`src/rtl/enc_8to3_queue.sv`:
```
`default_nettype none
// ============================================================================
// Module      : enc_8to3_queue
// Description : Sequential 8-to-3 priority encoder. Multi-hot requests are
//               collected into a pending set and drained one 3-bit index at
//               a time over a valid/ready handshake, clearing each bit as it
//               is granted.
//               Optional macro ENC_RR_EN: round-robin selection from the
//               last granted index instead of fixed priority.
// Revision    : 1.0 - initial release
// ============================================================================
module enc_8to3_queue #(
  parameter bit PRIO_HIGH = 1'b1
) (
  input  logic       clk,
  input  logic       reset_n,
  input  logic [7:0] req_in,
  input  logic       req_vld,
  output logic [2:0] out_idx,
  output logic       out_vld,
  input  logic       out_rdy,
  output logic [7:0] pend,
  output logic       busy,
  output logic       dup
);

  logic [7:0] r_pend;
  logic [2:0] r_out_idx;
  logic       r_out_vld;
  logic       r_dup;

  logic [2:0] w_sel_idx;
  logic       w_load;
  logic [7:0] w_gnt_oh;
  logic [7:0] w_req_masked;
  logic [7:0] w_pend_next;
  logic       w_dup_next;

  // A new grant can enter the output register when it is empty or draining.
  assign w_load = (!r_out_vld || out_rdy) && (r_pend != 8'd0);

`ifdef ENC_RR_EN
  // Pointer starts just "behind" the fixed-priority winner so the first grant matches it.
  localparam logic [2:0] C_LAST_RST = PRIO_HIGH ? 3'd0 : 3'd7;

  logic [2:0] r_last_idx;

  // Track the most recently loaded index as the round-robin origin.
  always_ff @(posedge clk or negedge reset_n) begin
    if (!reset_n) begin
      r_last_idx <= C_LAST_RST;
    end else if (w_load) begin
      r_last_idx <= w_sel_idx;
    end
  end

  // Walk away from the last grant, wrapping, and take the first pending bit; offset 8 revisits last_idx itself.
  always_comb begin
    logic       found;
    logic [2:0] cand;
    w_sel_idx = 3'd0;
    found     = 1'b0;
    cand      = 3'd0;
    for (int k = 1; k <= 8; k++) begin
      cand = PRIO_HIGH ? (r_last_idx - 3'(k)) : (r_last_idx + 3'(k));
      if (!found && r_pend[cand]) begin
        w_sel_idx = cand;
        found     = 1'b1;
      end
    end
  end
`else
  // Fixed priority: scan from the winning end of the vector and take the first pending bit.
  always_comb begin
    logic       found;
    logic [2:0] cand;
    w_sel_idx = 3'd0;
    found     = 1'b0;
    cand      = 3'd0;
    for (int i = 0; i < 8; i++) begin
      cand = PRIO_HIGH ? 3'(7 - i) : 3'(i);
      if (!found && r_pend[cand]) begin
        w_sel_idx = cand;
        found     = 1'b1;
      end
    end
  end
`endif

  // Next pending set and duplicate detection; a re-request of the bit being granted survives.
  always_comb begin
    w_gnt_oh     = w_load ? (8'd1 << w_sel_idx) : 8'd0;
    w_req_masked = req_vld ? req_in : 8'd0;
    w_pend_next  = (r_pend & ~w_gnt_oh) | w_req_masked;
    w_dup_next   = |(w_req_masked & r_pend & ~w_gnt_oh);
  end

  // Pending set, output register and duplicate pulse.
  always_ff @(posedge clk or negedge reset_n) begin
    if (!reset_n) begin
      r_pend    <= 8'd0;
      r_out_idx <= 3'd0;
      r_out_vld <= 1'b0;
      r_dup     <= 1'b0;
    end else begin
      r_pend <= w_pend_next;
      r_dup  <= w_dup_next;
      if (w_load) begin
        r_out_idx <= w_sel_idx;
        r_out_vld <= 1'b1;
      end else if (r_out_vld && out_rdy) begin
        r_out_vld <= 1'b0;
      end
    end
  end

  assign out_idx = r_out_idx;
  assign out_vld = r_out_vld;
  assign pend    = r_pend;
  assign dup     = r_dup;
  assign busy    = (r_pend != 8'd0) || r_out_vld;

endmodule
`default_nettype wire

```
`config.mk`:
```
export PLATFORM = sky130hd
export DESIGN_NAME = enc_8to3_queue
export DESIGN_NICKNAME = d
export VERILOG_FILES = /design/src/rtl/enc_8to3_queue.sv
export SDC_FILE = /design/constraint.sdc
export NUM_CORES = 1
export LEC_CHECK = 0
export CORE_MARGIN = 3
export CORE_UTILIZATION = 35
export CTS_BUF_LIST = sky130_fd_sc_hd__clkbuf_8
export CTS_CLUSTER_DIAMETER = 100
export DETAILED_ROUTE_END_ITERATION = 16
export DONT_BUFFER_PORTS = 1
export GPL_TIMING_DRIVEN = 1
export PLACE_DENSITY = 0.6
export SLEW_MARGIN = 10
export SYNTH_ARGS = -nofsm -noshare
export SYNTH_HDL_FRONTEND = slang
export SYNTH_SLANG_ARGS = --single-unit
```
`constraint.sdc`:
```
create_clock -name clk -period 3.9 [get_ports clk]
set_input_delay 0.78 -clock clk [delete_from_list [all_inputs] [get_ports clk]]
set_output_delay 0.78 -clock clk [all_outputs]
set_load 0.01 [all_outputs]
```
==> results of run 1 <==
==> per-stage QoR <==
step | hold WS [ns] | total power [mW] | std cells
floorplan | 0.4844 | 0.2035 | 74
global placement | 0.4847 | 0.2079 | 95
detailed placement | 0.4848 | 0.2093 | 95
CTS | 0.2232 | 0.3280 | 99
global route | 0.2181 | 0.3411 | 99
finish | 0.2297 | 0.3216 | 99
==> sequential cells by signal, indices dropped and copies added (netlist names) <==
name / flops
dup: 1
out_idx: 3
out_vld: 1
pend: 8
==> Yosys cell counts, types with 2 or more instances <==
cell type and number:
dfrtp_1 13, nand2_1 13, o21ai_0 6, nor2_1 5, nand3_1 4, a22o_1 3, o211ai_1 3, a21oi_1 2
buf_6 2, nand2b_1 2, nor2b_1 2
==> how the worst max path moves through the flow <==
stage / startpoint / end / slack, ns
final: pend[7]$_DFF_PN0_ / busy / 1.61
after global routing: pend[7]$_DFF_PN0_ / busy / 1.48
after CTS: pend[7]$_DFF_PN0_ / busy / 1.59
after detailed placement: pend[7]$_DFF_PN0_ / busy / 1.86
after global placement: pend[7]$_DFF_PN0_ / busy / 1.90
after floorplan: pend[7]$_DFF_PN0_ / busy / 1.93
==> cell type report <==
cell class	count	area [sq um]	area share
clock buffers	3	41.29	0.05375
clock inverters	1	3.754	0.004886
inverters	1	3.754	0.004886
multi-input cells	56	362.8	0.4723
flip-flops and latches	13	325.3	0.4235
well taps	25	31.28	0.04072
==> power breakdown <==
part / switching, mW / total, mW / internal, mW
Sequential: 0.0253 / 0.172 / 0.146
Clock: 0.0458 / 0.115 / 0.0694
Combinational: 0.0164 / 0.0348 / 0.0184
==> routing by layer <==
| layer | vias to the layer above | wire length [um] | global-route usage |
|---|---|---|---|
| met5 | - | 0 | 0 |
| met3 | 4 | 180 | 0.07872 |
| met1 | 259 | 672 | 0.1682 |
| li1 | 265 | - | - |
| met2 | 25 | 721 | 0.2161 |
| met4 | 0 | 19 | 0.03493 |
==> cells by family (layout without fill, tap and decap cells) <==
group           count (synthesis)  in the layout
flops                          13             13
buf+inv                         5              5
mux                             2              2
compound gates                 21             21
simple gates                   33             33
==> results_tabular.tex, run 1 <==
\begin{tabular}{lr}
\hline
Metric & Value \\
\hline
\multicolumn{2}{l}{\textbf{Outcome}} \\
\quad Run status & completed \\
\multicolumn{2}{l}{\textbf{GRT}} \\
\quad Antenna violations before repair & 0 \\
\quad Overall Global Routing Usage & 0.1403 \\
\quad Gr ovfl total & 0 \\
\quad Largest net degree at the start of global routing & 14 \\
\quad Vias in the first global route & 579 \\
\quad First-pass GRT wire length & 2697 um \\
\multicolumn{2}{l}{\textbf{Logic synthesis}} \\
\quad Mapped Avg Cell Area & 9.773 sq um \\
\quad Flip-flop and latch count after synthesis & 13 \\
\quad Primary FF master, synth & dfrtp\_1 \\
\quad Cell accounting for the most synthesized area & dfrtp\_1 \\
\quad Area of the mapped netlist & 723.2 sq um \\
\quad Fraction of the mapped netlist area in adder cells & 0 \\
\quad Net count after synthesis & 86 \\
\quad Share of the synthesized netlist area taken by xor and xnor gates & 0 \\
\quad Multiplexer share of the synthesized area & 0.03460 \\
\quad Sequential share of the synthesized area & 0.4498 \\
\quad Yosys warning total & 0 \\
\quad Dominant combinational cell family by area after synthesis & simple AND/OR/NAND/NOR gates \\
\quad Basic-gate share of the synthesized area counting and, or, nand and nor cells & 0.2526 \\
\quad Portion of synthesized cell area occupied by the leading cell type & 0.4498 \\
\quad Post-synthesis compound-gate area fraction & 0.2145 \\
\quad Count of mapped cells out of synthesis & 74 \\
\quad Netlist cell types & 30 \\
\quad Share of async-settable or async-resettable flops after synthesis & 1.000 \\
\quad Cell types with the largest area share after synthesis & dfrtp\_1 45\%, nand2\_1 6.7\%, o21ai\_0 4.2\% \\
\quad Number of enable-type register cells in the synthesized netlist & 0 \\
\multicolumn{2}{l}{\textbf{Setup path}} \\
\quad Worst R2R End & out\_idx[1]\$\_DFFE\_PN0P\_ \\
\quad CP cell instances & nor4\_4 -> and2\_4 -> nand2b\_1 \\
\quad Arrival time at the worst endpoint & 1.51 ns \\
\quad FF-to-FF setup slack & 2.24 ns \\
\quad Cell count along the critical path & 3 \\
\quad CP Max Fanout & 9 \\
\quad WP buf/inv & 0 \\
\quad Class of the most critical setup path & flop to output port \\
\quad Number of cells on the worst reg-to-reg path & 4 \\
\quad Critical Path Start Type & flop \\
\quad RR Startpoint & pend[7]\$\_DFF\_PN0\_ \\
\quad Critical path's top delay family & simple AND/OR/NAND/NOR gates \\
\quad Biggest cell delay along the critical path & 0.51 ns \\
\quad Critical-path top delay cell & dfrtp\_1 \\
\quad Req. time, crit path & 3.12 ns \\
\quad Setup crit end kind & output port \\
\multicolumn{2}{l}{\textbf{STA}} \\
\quad Min Clock Period, post-route & 2.294 ns \\
\quad Final count of negative-setup-slack endpoints & 0 \\
\quad Post-route setup slack & 1.606 ns \\
\quad Max Clock Freq & 436.0 MHz \\
\quad Max-slew violation count & 0 \\
\quad Final clock skew & 0.003485 ns \\
\quad Setup TNS & 0 ns \\
\quad Tightest slew margin relative to the limit & 0.6368 \\
\quad Fin. Hold Viols & 0 \\
\quad Period Utilization, post-route & 0.5881 \\
\quad Transition time of the tightest slew-check pin & 0.5437 ns \\
\quad RSZ-0062 raised after global routing & no \\
\multicolumn{2}{l}{\textbf{Final layout}} \\
\quad Signed area change from the synthesized netlist to the final layout & 6.228\% \\
\quad Utilization of the core after routing & 0.4177 \\
\quad Number of diodes added for antenna fixing & 0 \\
\quad Number of nets at the end of the flow & 87 \\
\quad Proportion of layout cells with a drive suffix above 1 & 0.1486 \\
\quad Post-route cell area & 768.2 sq um \\
\quad Total of fill cells in the finished design & 198 \\
\quad Commonest cells after routing, fill and taps aside & 13 x nand2\_1, 13 x dfrtp\_1, 6 x o21ai\_0 \\
\multicolumn{2}{l}{\textbf{Clock network}} \\
\quad Cts hold-fix bufs & 0 \\
\quad Sink count of the clock tree & 13 \\
\quad Number of levels the H-tree was split into & 1 \\
\quad CTS resizes & 0 \\
\quad Clock tree from TritonCTS & done \\
\quad Clk\_lat worst skew & 0.24 ns \\
\quad Longest Clk Path Bufs & 2 \\
\quad Cts bufs inserted & 3 \\
\quad Clock transition at the register clock pins on the worst setup and hold paths after CTS & 0.05 ns \\
\quad Root Driver & clkbuf\_8 \\
\quad Post-CTS Repair Setup Buffers & 0 \\
\multicolumn{2}{l}{\textbf{Placement}} \\
\quad Dpl ws & 1.860 ns \\
\quad Cell area reported after detailed placement & 723.2 sq um \\
\quad IO Port Bufs & 0 \\
\quad Weighted congestion reported at the end of routability-driven placement & 0.8322 \\
\quad Half-perimeter wire length of the detailed placement result & 1238 um \\
\multicolumn{2}{l}{\textbf{Floorplanning}} \\
\quad Effective utilization at floorplan & 0.3932 \\
\quad Number of placement rows & 15 \\
\quad Number of primary I/O pins & 26 \\
\quad Core area & 1839 sq um \\
\quad Die X & 51.46 um \\
\quad Die Outline Area & 2648 sq um \\
\quad Height of the chip & 51.46 um \\
\multicolumn{2}{l}{\textbf{Power}} \\
\quad Cell Pwr Density & 418.7 nW/um\^{}2 \\
\quad Worst VDD drop & 0.2097 mV \\
\quad Leakage dissipation & 0.2932 nW \\
\multicolumn{2}{l}{\textbf{Flow run}} \\
\quad Max Cap Viol & 0 \\
\multicolumn{2}{l}{\textbf{Routing}} \\
\quad Total wire length after detailed routing & 1594 um \\
\quad Detailed-route via count & 553 \\
\quad Routed via count divided by cell count & 5.586 \\
\quad First DRT Iteration DRCs & 4 \\
\quad Avg WL per Cell & 16.10 um \\
\quad Post-route ant nets & 0 \\
\quad First-pass iteration count of the detailed router & 4 \\
\quad DRC violation count after routing & 0 \\
\multicolumn{2}{l}{\textbf{Min path}} \\
\quad Path category of the worst min-delay check & input pin to asynchronous set/reset pin \\
\hline
\end{tabular}
Power figures use the tool's default switching activity.
==> inputs of run 2 (changes only) <==
- clock period: 3.9 -> 2.35 ns (I/O delays scaled with it)
==> run 2 against run 1 <==
  * Total power up 67%
  * Clock power grew 66%
  * Count of clock-buffer cells in the layout did not move
  * First-iteration DRC count rose by 50%
  * Die area stayed put
  * Largest power group unchanged
==> results_tabular.tex, run 2 (same netlist as run 1, synthesis figures left out) <==
\begin{tabular}{lr}
\hline
Metric & Value \\
\hline
\multicolumn{2}{l}{\textbf{Routing}} \\
\quad First-pass iteration count of the detailed router & 4 (unchanged) \\
\quad Post-route ant nets & 0 (unchanged) \\
\quad First DRT Iteration DRCs & 6 (was 4) \\
\quad Routed via count divided by cell count & 5.590 (was 5.586) \\
\quad Avg WL per Cell & 16.01 um (was 16.10 um) \\
\quad Detailed-route via count & 559 (was 553) \\
\quad Total wire length after detailed routing & 1601 um (was 1594 um) \\
\quad DRC violation count after routing & 0 (unchanged) \\
\multicolumn{2}{l}{\textbf{Clock network}} \\
\quad Clock transition at the register clock pins on the worst setup and hold paths after CTS & 0.05 ns (about the same) \\
\quad Clk\_lat worst skew & 0.24 ns (about the same) \\
\quad Clock tree from TritonCTS & done (unchanged) \\
\quad Sink count of the clock tree & 13 (unchanged) \\
\quad Root Driver & clkbuf\_8 (unchanged) \\
\quad Number of levels the H-tree was split into & 1 (unchanged) \\
\quad Longest Clk Path Bufs & 2 (unchanged) \\
\quad Cts bufs inserted & 3 (unchanged) \\
\multicolumn{2}{l}{\textbf{STA}} \\
\quad Min Clock Period, post-route & 1.984 ns \\
\quad Max-slew violation count & 0 (unchanged) \\
\quad RSZ-0062 raised after global routing & no (unchanged) \\
\quad Transition time of the tightest slew-check pin & 0.5983 ns (was 0.5437 ns) \\
\quad Period Utilization, post-route & 0.8443 \\
\quad Fin. Hold Viols & 0 (unchanged) \\
\quad Final clock skew & 0.003987 ns (was 0.003485 ns) \\
\quad Max Clock Freq & 504.0 MHz \\
\quad Tightest slew margin relative to the limit & 0.5998 (was 0.6368) \\
\quad Setup TNS & 0 ns (unchanged) \\
\quad Final count of negative-setup-slack endpoints & 0 (unchanged) \\
\multicolumn{2}{l}{\textbf{Setup path}} \\
\quad CP Max Fanout & 9 (unchanged) \\
\quad Setup crit end kind & output port (unchanged) \\
\quad FF-to-FF setup slack & 0.69 ns (was 2.24 ns) \\
\quad Critical-path top delay cell & dfrtp\_1 (unchanged) \\
\quad CP cell instances & nor4\_4 -> and2\_4 -> nand2b\_1 (unchanged) \\
\quad Class of the most critical setup path & flop to output port (unchanged) \\
\quad Arrival time at the worst endpoint & 1.51 ns (about the same) \\
\quad Critical Path Start Type & flop (unchanged) \\
\quad Biggest cell delay along the critical path & 0.51 ns (about the same) \\
\quad Number of cells on the worst reg-to-reg path & 4 (unchanged) \\
\quad Req. time, crit path & 1.88 ns (was 3.12 ns) \\
\multicolumn{2}{l}{\textbf{Floorplanning}} \\
\quad Die Outline Area & 2648 sq um (unchanged) \\
\quad Core area & 1839 sq um (unchanged) \\
\quad Height of the chip & 51.46 um (unchanged) \\
\quad Number of primary I/O pins & 26 (unchanged) \\
\quad Number of placement rows & 15 (unchanged) \\
\quad Die X & 51.46 um (unchanged) \\
\quad Effective utilization at floorplan & 0.3932 (unchanged) \\
\multicolumn{2}{l}{\textbf{Final layout}} \\
\quad Number of diodes added for antenna fixing & 0 (unchanged) \\
\quad Number of nets at the end of the flow & 88 (was 87) \\
\quad Signed area change from the synthesized netlist to the final layout & 7.612\% (was 6.228\%) \\
\quad Post-route non-filler standard cell count & 100 (was 99) \\
\quad Commonest cells after routing, fill and taps aside & 13 x nand2\_1, 13 x dfrtp\_1, 6 x o21ai\_0 (unchanged) \\
\quad Flip-flop count of the largest register, all copies and words added & 8 (unchanged) \\
\quad Proportion of layout cells with a drive suffix above 1 & 0.1467 (was 0.1486) \\
\multicolumn{2}{l}{\textbf{Placement}} \\
\quad DP Cell Count & 95 (unchanged) \\
\quad Weighted congestion reported at the end of routability-driven placement & 0.8528 (was 0.8322) \\
\quad IO Port Bufs & 0 (unchanged) \\
\multicolumn{2}{l}{\textbf{Outcome}} \\
\quad Run status & completed (unchanged) \\
\multicolumn{2}{l}{\textbf{GRT}} \\
\quad Gr ovfl total & 0 (unchanged) \\
\quad Overall Global Routing Usage & 0.1391 (was 0.1403) \\
\quad Largest net degree at the start of global routing & 14 (unchanged) \\
\quad Antenna violations before repair & 0 (unchanged) \\
\quad Vias in the first global route & 568 (was 579) \\
\quad First-pass GRT wire length & 2622 um (was 2697 um) \\
\multicolumn{2}{l}{\textbf{Flow run}} \\
\quad Max Cap Viol & 0 (unchanged) \\
\multicolumn{2}{l}{\textbf{Min path}} \\
\quad Cell depth of the worst min-delay path & 2 \\
\quad Path category of the worst min-delay check & input pin to flop (was input pin to asynchronous set/reset pin) \\
\multicolumn{2}{l}{\textbf{Power}} \\
\quad Leakage dissipation & 0.2974 nW (was 0.2932 nW) \\
\quad Cell Pwr Density & 690.5 nW/um\^{}2 (was 418.7 nW/um\^{}2) \\
\quad Worst VDD drop & 0.5716 mV (was 0.2097 mV) \\
\hline
\end{tabular}
run 2: through the flow:
| stage | hold slack [ns] | util | instance area [sq um] | setup slack (ns) | power (mW) |
|---|---|---|---|---|---|
| floorplan | 0.1744 | - | 723.2 | 0.6896 | 0.3378 |
| global placement | 0.1747 | 0.3932 | 723.2 | 0.6543 | 0.3451 |
| detailed placement | 0.1747 | 0.3932 | 723.2 | 0.6099 | 0.3466 |
| CTS | 0.3299 | 0.4231 | 778.2 | 0.3421 | 0.5484 |
| global route | 0.3446 | 0.4231 | 778.2 | 0.2754 | 0.5697 |
| finish | 0.3347 | 0.4231 | 778.2 | 0.3659 | 0.5374 |
run 2: final timing paths:
path,start,end
worst max register to register,pend[7]$_DFF_PN0_,out_idx[1]$_DFFE_PN0P_
worst min register to register,out_idx[1]$_DFFE_PN0P_,out_idx[1]$_DFFE_PN0P_
worst min-delay path,req_vld,pend[1]$_DFF_PN0_
worst max-delay path,pend[7]$_DFF_PN0_,busy
max in group asynchronous,reset_n,out_idx[1]$_DFFE_PN0P_
min in group asynchronous,reset_n,out_idx[2]$_DFFE_PN0P_
run 2: final cells by class:
class / instances / area, sq um
clock buffer: 3 / 41.29
clock inverter: 1 / 3.754
fill: 196 / 1061
inverter: 1 / 3.754
multi-input combinational: 56 / 362.8
sequential: 13 / 325.3
tap: 25 / 31.28
timing repair buffer: 1 / 10.01
run 2: critical path, delay by kind of cell (launching register included):
| family | cells | cell delay (ns) |
|---|---|---|
| simple gates | 3 | 0.77 |
| flops | 1 | 0.51 |
run 2: metal layers:
| layer | vias to the layer above | track usage | share of wire |
|---|---|---|---|
| li1 | 267 | - | - |
| met1 | 264 | 0.1664 | 0.42 |
| met2 | 26 | 0.2182 | 0.46 |
| met3 | 2 | 0.07872 | 0.11 |
| met4 | 0 | 0.02620 | 0.0044 |
| met5 | - | 0 | 0 |
run 2: repair_timing:
item                                    4_1_cts  5_1_grt
resized for setup                             0        0
endpoints found under the hold margin        13        0
setup buffers                                 0        0
hold buffers                                  1        0
endpoints found under the setup margin        0        0
run 2: where the power goes:
group          switching, mW  leakage, nW  total, mW  internal (mW)
combinational         0.0309        0.140     0.0625         0.0317
sequential            0.0414        0.131      0.284          0.243
clock                 0.0755       0.0269      0.191          0.115
total                  0.148        0.297      0.537          0.390
